===== src/rtl/icache_mshr_downstream_arb.sv =====
// Round-robin arbiter that issues icache MSHR refill requests on the downstream txreq channel,
// tracks per-entry outstanding fills and routes returning rxdat beats back as fill-done pulses.
module icache_mshr_downstream_arb #(
  parameter int unsigned ENTRY_NUM       = 8,
  parameter int unsigned ADDR_WIDTH      = 32,
  parameter int unsigned TXNID_WIDTH     = 5,
  parameter int unsigned OPCODE_WIDTH    = 5,
  parameter int unsigned MAX_OUTSTANDING = 8
) (
  input  logic                                          clk,
  input  logic                                          rst,
  input  logic [ENTRY_NUM-1:0]                          entry_req_vld,
  input  logic [ENTRY_NUM*ADDR_WIDTH-1:0]               entry_req_addr,
  output logic [ENTRY_NUM-1:0]                          entry_req_gnt,
  output logic                                          downstream_txreq_vld,
  input  logic                                          downstream_txreq_rdy,
  output logic [OPCODE_WIDTH+TXNID_WIDTH+ADDR_WIDTH-1:0] downstream_txreq_pld,
  input  logic                                          downstream_rxdat_vld,
  input  logic [TXNID_WIDTH-1:0]                        downstream_rxdat_txnid,
  output logic [ENTRY_NUM-1:0]                          entry_fill_done,
  output logic [$clog2(ENTRY_NUM+1)-1:0]                outstanding_cnt,
  output logic                                          err_rxdat
);

  localparam int unsigned IDX_W = (ENTRY_NUM > 1) ? $clog2(ENTRY_NUM) : 1;
  localparam int unsigned CNT_W = $clog2(ENTRY_NUM + 1);
  localparam int unsigned PLD_W = OPCODE_WIDTH + TXNID_WIDTH + ADDR_WIDTH;
  localparam logic [OPCODE_WIDTH-1:0] DOWNSTREAM_OPCODE = OPCODE_WIDTH'(1);

  logic [ENTRY_NUM-1:0] inflight_q, inflight_d;
  logic [IDX_W-1:0]     rr_ptr_q;
  logic                 txreq_vld_q;
  logic [PLD_W-1:0]     txreq_pld_q;
  logic [ENTRY_NUM-1:0] fill_done_q;
  logic                 err_q;
  logic [CNT_W-1:0]     cnt_q, cnt_d;

  logic [ENTRY_NUM-1:0]   eligible;
  logic                   out_free;
  logic                   cap_ok;
  logic                   win_found;
  logic [IDX_W-1:0]       win_idx;
  logic [IDX_W-1:0]       scan_idx;
  logic                   grant;
  logic [ENTRY_NUM-1:0]   grant_mask;
  logic [TXNID_WIDTH-1:0] win_txnid;
  logic [ADDR_WIDTH-1:0]  win_addr;

  logic                 rx_in_range;
  logic [IDX_W-1:0]     rx_idx;
  logic                 rx_hit;
  logic                 rx_err;
  logic [ENTRY_NUM-1:0] fill_mask;

  // Eligibility uses registered inflight, so a same-cycle fill re-enables the entry next cycle.
  assign eligible = entry_req_vld & ~inflight_q;
  assign out_free = ~txreq_vld_q | downstream_txreq_rdy;
  assign cap_ok   = int'(cnt_q) < int'(MAX_OUTSTANDING);

  always_comb begin
    win_found = 1'b0;
    win_idx   = '0;
    scan_idx  = '0;
    for (int k = 0; k < int'(ENTRY_NUM); k++) begin
      scan_idx = rr_ptr_q + IDX_W'(k);
      if (!win_found && eligible[scan_idx]) begin
        win_found = 1'b1;
        win_idx   = scan_idx;
      end
    end
  end

  assign grant         = win_found & out_free & cap_ok & ~rst;
  assign grant_mask    = grant ? (ENTRY_NUM'(1) << win_idx) : '0;
  assign entry_req_gnt = grant_mask;
  assign win_addr      = entry_req_addr[win_idx*ADDR_WIDTH +: ADDR_WIDTH];

  always_comb begin
    win_txnid            = '0;
    win_txnid[IDX_W-1:0] = win_idx;
  end

  assign rx_in_range = int'(downstream_rxdat_txnid) < int'(ENTRY_NUM);
  assign rx_idx      = downstream_rxdat_txnid[IDX_W-1:0];
  assign rx_hit      = downstream_rxdat_vld & rx_in_range & inflight_q[rx_idx];
  assign rx_err      = downstream_rxdat_vld & ~rx_hit;
  assign fill_mask   = rx_hit ? (ENTRY_NUM'(1) << rx_idx) : '0;

  // Grant and fill never hit the same entry: grant needs ~inflight, fill needs inflight.
  assign inflight_d = (inflight_q & ~fill_mask) | grant_mask;

  always_comb begin
    cnt_d = '0;
    for (int i = 0; i < int'(ENTRY_NUM); i++) begin
      cnt_d = cnt_d + CNT_W'(inflight_d[i]);
    end
  end

  always_ff @(posedge clk or posedge rst) begin
    if (rst) begin
      inflight_q  <= '0;
      rr_ptr_q    <= '0;
      txreq_vld_q <= 1'b0;
      txreq_pld_q <= '0;
      fill_done_q <= '0;
      err_q       <= 1'b0;
      cnt_q       <= '0;
    end else begin
      inflight_q  <= inflight_d;
      cnt_q       <= cnt_d;
      fill_done_q <= fill_mask;
      err_q       <= rx_err;
      if (grant) begin
        rr_ptr_q    <= win_idx + IDX_W'(1);
        txreq_vld_q <= 1'b1;
        txreq_pld_q <= {DOWNSTREAM_OPCODE, win_txnid, win_addr};
      end else if (txreq_vld_q && downstream_txreq_rdy) begin
        txreq_vld_q <= 1'b0;
      end
    end
  end

  assign downstream_txreq_vld = txreq_vld_q;
  assign downstream_txreq_pld = txreq_pld_q;
  assign entry_fill_done      = fill_done_q;
  assign err_rxdat            = err_q;
  assign outstanding_cnt      = cnt_q;

endmodule

===== config.mk =====
export PLATFORM = sky130hd
export DESIGN_NAME = icache_mshr_downstream_arb
export DESIGN_NICKNAME = d
export VERILOG_FILES = /design/src/rtl/icache_mshr_downstream_arb.sv
export SDC_FILE = /design/constraint.sdc
export NUM_CORES = 1
export LEC_CHECK = 0
export ABC_AREA = 0
export BUFFER_PORTS_ARGS = -buffer_cell sky130_fd_sc_hd__buf_2
export CAP_MARGIN = 20
export CORE_MARGIN = 8
export CORE_UTILIZATION = 30
export DETAILED_ROUTE_END_ITERATION = 8
export PLACE_DENSITY_LB_ADDON = 0.05
export SYNTH_ARGS = -nofsm -noshare
export SYNTH_HDL_FRONTEND = slang
export SYNTH_SLANG_ARGS = --single-unit

===== constraint.sdc =====
create_clock -name clk -period 14.29 [get_ports clk]
set_clock_uncertainty 0.1 [all_clocks]
set_input_delay 1.429 -clock clk [delete_from_list [all_inputs] [get_ports clk]]
set_output_delay 1.429 -clock clk [all_outputs]
set_load 0.005 [all_outputs]

==> impl_results.md, run 1 <==
* Status: completed
* Clock slew at reported path FFs at 60 ps
* CTS Sinks at 61
* DRT iter0 DRCs at 411
* Core area at 0.0216 sq mm
* P&R area growth vs syn at 32.1%
* Crit-path cells: inv_2 > ha_1 > xor2_1 > mux4_2 > mux2i_1 > and4bb_1 > a32o_1 > nor3_4 > buf_4 > nand2_1 > nor3_1 > a21oi_1 > fa_1 > fa_1 > fa_1 > inv_1 > ha_1 > inv_1 > fa_1 > xnor2_1
* Worst-path fanout max at 67
* Post-synthesis adder-cell area fraction at 2.58%
* Xor and xnor area share after synthesis at 0.539%
* Die Footprint at 0.0266 sq mm
* Share of post-route cells with drive strength above 1 at 40.4%
* CTS Buf Count at 9
* Hold WC Path Type: flop to flop
* IO buf count at 330
* Reg2Reg Depth at 20
* Insertion delay to the later sink of the worst-skew pair at 330 ps
* Post-synth EDFFs at 0
* Syn_area_per_cell at 8.29 sq um
* Min Tclk post-route at 7460 ps
* Cell count after synthesis at 784
* Max stage delay on crit path at 740 ps
* Nets at 1335
* Synthesized cell area at 0.00650 sq mm
* Gpl congestion at 0.862
* Largest family of logic cells by synthesized area: compound AO/OA/AOI/OAI gates
* Detailed-route DRC error count at 0
* Sequential-to-total area share from yosys stat at 23.5%
* Die outline height at 163 um
* Drt pass-1 iters at 5
* Non-Filler Instances at 1345
* Synth Area in Compound Gates at 26.1%
* Placed Area at 0.00824 sq mm
* DRT antenna net count at 0
* Main area contributors after synthesis: dfrtp_1, nand4_1, mux4_2
* Post-route cell area at 0.00859 sq mm
* Vias at 7449
* Gr usage total at 22.6%
* Total grt overflow at 0
* CTS tree: built
* RSZ-0062 raised after global routing: false
* Synth top cells by count: nand2_1, nand4_1, dfrtp_1, inv_1, nor2_1
* Least-Margin Pin Slew at 980 ps
* #FFs+latches synth at 61
* Most common cell on crit path: fa_1
* Yosys warns at 0
* Slew headroom at 34.7%
* Post-DP HPWL at 23.0 mm
* Root Driver: clkbuf_16
* Simple-Gate Fraction of Synth Area at 22.6%
* Resize count post-CTS at 0
* First-pass GRT wire length at 46.8 mm
* Vias per cell at 5.54
* Total Wirelength at 30.6 mm
* Worst Hold Path Cells at 1
* Final Max Tran Viols at 0
* Vias in the first global route at 7887
* Top Ports at 337
* Post-CTS Setup Bufs at 0
* Die Width at 163 um
* Pin count of the biggest net entering global routing at 81
* Synth async-reset ratio at 100%
* Max Cap Viol at 0
* Hold buffers post-CTS at 0
* Fmax at 134 MHz
* PnR worst setup slack at 6830 ps
* TNS Setup at 0 ps
* CP endpoint kind: flop
* Initial antenna violation count at 9
* Initial Util at 30.2%
* CP startpoint kind: flop
* Ys flop type: dfrtp_1
* Leading area contributor after synthesis: dfrtp_1
* Drt wl/cell at 22.7 um
* Critical path class: flop to flop
* Yosys cell types at 61
* CTS Buffer Depth at 2
* Period utilisation layout at 52.2%
* Row cnt at 54
* Placed Cells at 1320
* Post-synthesis mux area share at 14.5%
* Final hold violation count at 0
* Synth top area share at 23.5%
* Count leader, synth: nand2_1
* Final setup vio count at 0
* CTS H-Tree Depth at 3
* Worst endpoint required time at 14410 ps
* Worst path arrival time at 7580 ps
* Slowest-stage cell, CP: dfrtp_1
* Setup WS pre-CTS at 6540 ps
-- kinds of logic after synthesis --
kind of cell | after synthesis
XOR/XNOR | 4
other | 1
AO/OA/AOI/OAI | 220
AND/OR/NAND/NOR | 264
adder cells (fa/ha/maj) | 11
multiplexers | 67
flip-flops | 61
buffers and inverters | 156
-- layout make-up --
| cell class | count | area, sq um |
|---|---|---|
| fillers | 2299 | 13000 |
| multi-input cells | 572 | 4370 |
| repair buffers | 344 | 1760 |
| flip-flops and latches | 61 | 1530 |
| well taps | 280 | 350 |
| clock buffers | 10 | 239 |
| inverters | 63 | 236 |
| clock inverters | 6 | 86.3 |
| diodes | 9 | 22.5 |
-- placed cells by master, fill, tap and decap left out, types with 25 or more instances in the layout --
master    instances
o221ai_1         42
nor2_1           56
nand2_1          71
buf_2           330
inv_1            58
mux2_2           33
nand4_1          65
o211ai_1         40
dfrtp_1          61
a311o_1          25
a31oi_1          34
-- sequential cells by signal, summed over array words and instances (netlist names) --
name	flops
downstream_txreq_pld	36
downstream_txreq_vld	1
entry_fill_done	8
err_rxdat	1
inflight_q	8
outstanding_cnt	4
rr_ptr_q	3
-- per-layer routing --
| metal | vias up | GRT usage [%] | wire length (um) |
|---|---|---|---|
| met5 | - | 0 | 10 |
| met4 | 2 | 7.51 | 701 |
| met3 | 40 | 5.87 | 2250 |
| met2 | 280 | 38.9 | 15300 |
| met1 | 3571 | 27.0 | 12300 |
| li1 | 3556 | - | - |
-- stage by stage --
stage / hold WS, ps / util, %
2_1_floorplan: 365 / -
4_1_cts: 371 / 39.8
6_report: 367 / 39.9
3_3_place_gp: 357 / 38.2
5_1_grt: 407 / 39.9
3_5_place_dp: 348 / 38.2
-- worst max-delay path: cells and delay by family (launching register included) --
family	cells	cell delay [ps]
multiplexers	2	730
flip-flops	1	740
AO/OA/AOI/OAI	2	690
buffers and inverters	4	1070
AND/OR/NAND/NOR	4	1250
adder cells (fa/ha/maj)	6	2270
XOR/XNOR	2	450
-- path summary, 6_finish.rpt --
check	slack (ps)	endpoint	from
max in group asynchronous	12280	downstream_txreq_pld[18]	rst
hold reg to reg	370	downstream_txreq_pld[37]	downstream_txreq_pld[37]
min in group asynchronous	1230	downstream_txreq_pld[5]	rst
setup / recovery	6830	outstanding_cnt[2]	rr_ptr_q[0]
hold / removal	370	downstream_txreq_pld[37]	downstream_txreq_pld[37]
setup reg to reg	6830	outstanding_cnt[2]	rr_ptr_q[0]
Power of run 1 is not shown: default switching activity piles up to over one toggle a cycle in this logic, so the estimate is an artifact.
==> run 2, diff against run 1 <==
==> constraint.sdc (replaced) <==
create_clock -name clk -period 6.6 [get_ports clk]
set_clock_uncertainty 0.1 [all_clocks]
set_input_delay 0.66 -clock clk [delete_from_list [all_inputs] [get_ports clk]]
set_output_delay 0.66 -clock clk [all_outputs]
set_load 0.005 [all_outputs]
==> run 2 against run 1 <==
Fmax up 27%; count of clock-buffer cells in the layout fell by 1; critical path depth unchanged; routed wire length is 0.44% higher; global-route usage is 0.36 points lower; hold slack worse by 140 ps; design area up 0.87%; die area unchanged; sequential share of layout area down 0.15 points; first-iteration DRC count rose by 12%; largest cell class unchanged; highest routed layer unchanged.
==> impl_results.md, run 2 (same netlist as run 1, synthesis figures left out) <==
* Max Cap Viol at 0
* Top Ports at 337
* Reg2Reg Launch Point: rr_ptr_q[1]
* Critical path class: flop to flop
* Fillcell total at 2316
* Final hold violation count at 0
* Nets at 1348
* Pin count of the biggest net entering global routing at 66
* Final setup vio count at 0
* Most common cell on crit path: fa_1
* Most common cell after layout, fill and taps aside: buf_2
* Total grt overflow at 0
* Hold WC Path Type: primary input to async pin
* CP startpoint kind: flop
* Max stage delay on crit path at 560 ps
* Top delay family on crit path: adder cells
* P&R area growth vs syn at 33.3%
* Total Wirelength at 30.7 mm
* GR Util met2 at 38.1%
* Die outline height at 163 um
* Largest register FFs at 36
* Hold buffers post-CTS at 0
* First-pass GRT wire length at 46.2 mm
* Drt pass-1 iters at 5
* Initial antenna violation count at 4
* Core area at 0.0216 sq mm
* RSZ-0062 raised after global routing: false
* Post-DP HPWL at 23.7 mm
* CTS H-Tree Depth at 3
* Non-Filler Instances at 1353
* CTS Buf Count at 9
* Vias in the first global route at 7684
* IO buf count at 330
* DRT antenna net count at 0
* Resize count post-CTS at 0
* Busiest grt layer: met2
* Root Driver: clkbuf_16
* Least-Margin Pin Slew at 1020 ps
* Most frequent cells in the layout: buf_2, nand2_1, nand4_1
* M1 GR Usage at 27.8%
* Status: completed
* WP buf/inv at 4
* Crit-path cells: buf_4 > ha_1 > xor2_1 > mux4_2 > mux2_2 > and4bb_1 > a32o_1 > nor3_4 > nand2_1 > nor3_1 > buf_4 > a21oi_1 > fa_1 > fa_1 > fa_1 > inv_1 > ha_1 > inv_1 > fa_1 > xnor2_1
* Post-CTS Setup Bufs at 0
* Worst endpoint required time at 6730 ps
* Min Tclk post-route at 5880 ps
* Drt wl/cell at 22.7 um
* TNS Setup at 0 ps
* Worst-path fanout max at 9
* Fin util at 40.2%
* Fmax at 170 MHz
* CTS Buffer Depth at 2
* Critical path origin: rr_ptr_q[1]
* Period utilisation layout at 89.1%
* Die Footprint at 0.0266 sq mm
* Detailed-route DRC error count at 0
* CTS Sinks at 61
* Gr usage total at 22.3%
* Clock slew at reported path FFs at 60 ps
* Row cnt at 54
* Insertion delay to the later sink of the worst-skew pair at 340 ps
* Share of post-route cells with drive strength above 1 at 41.2%
* CTS tree: built
* Slowest-stage cell, CP: dfrtp_1
* Gpl congestion at 0.921
* Vias per cell at 5.54
* Placed Cells at 1333
* Final Max Tran Viols at 0
* Global-route met3 utilization at 5.39%
* Initial Util at 30.2%
* Slew headroom at 32.0%
* CP endpoint kind: flop
* Vias at 7498
* DRT iter0 DRCs at 461
* Die Width at 163 um
* Worst path arrival time at 6010 ps
[run 2: worst paths after layout]
check,slack [ps],endpoint,cells after the start
max reg2reg,720,outstanding_cnt[2],20
min in group clk,380,downstream_txreq_pld[37],1
max in group asynchronous,5210,downstream_txreq_pld[1],3
max,720,outstanding_cnt[2],20
min reg2reg,380,downstream_txreq_pld[37],1
min,230,outstanding_cnt[3],2
[run 2: stage by stage]
step / hold WS [ps] / area [sq um] / setup slack (ps)
2_1_floorplan: 365 / 6520 / 641
3_3_place_gp: 381 / 8350 / 730
3_5_place_dp: 352 / 8350 / 684
4_1_cts: 228 / 8660 / 676
5_1_grt: 245 / 8670 / 363
6_report: 226 / 8670 / 719
[run 2: worst reg2reg max path: stages (launching register included)]
cell and delay, ps:
dfrtp_1 560, buf_4 210, ha_1 240, xor2_1 360, mux4_2 380, mux2_2 330
and4bb_1 320, a32o_1 330, nor3_4 200, nand2_1 200, nor3_1 180, buf_4 140
a21oi_1 50, fa_1 490, fa_1 510, fa_1 400, inv_1 60, ha_1 150
inv_1 50, fa_1 370, xnor2_1 130
[run 2: cell type report]
| cell class | count | area, sq um | share of cell area, % |
|---|---|---|---|
| clock buffer | 9 | 225 | 2.60 |
| sequential | 61 | 1530 | 17.6 |
| tap | 280 | 350 | 4.04 |
| multi-input combinational | 572 | 4370 | 50.5 |
| antenna | 4 | 10.0 | 0.116 |
| timing repair buffer | 357 | 1870 | 21.5 |
| clock inverter | 7 | 77.6 | 0.895 |
| inverter | 63 | 236 | 2.73 |
[run 2: routing by layer]
metal | up-vias | part of all wire (%)
li1 | 3577 | -
met1 | 3544 | 41
met2 | 340 | 51
met3 | 35 | 7.3
met4 | 2 | 1.4
met5 | - | 0.033
Power of run 2 is left out for the same reason.
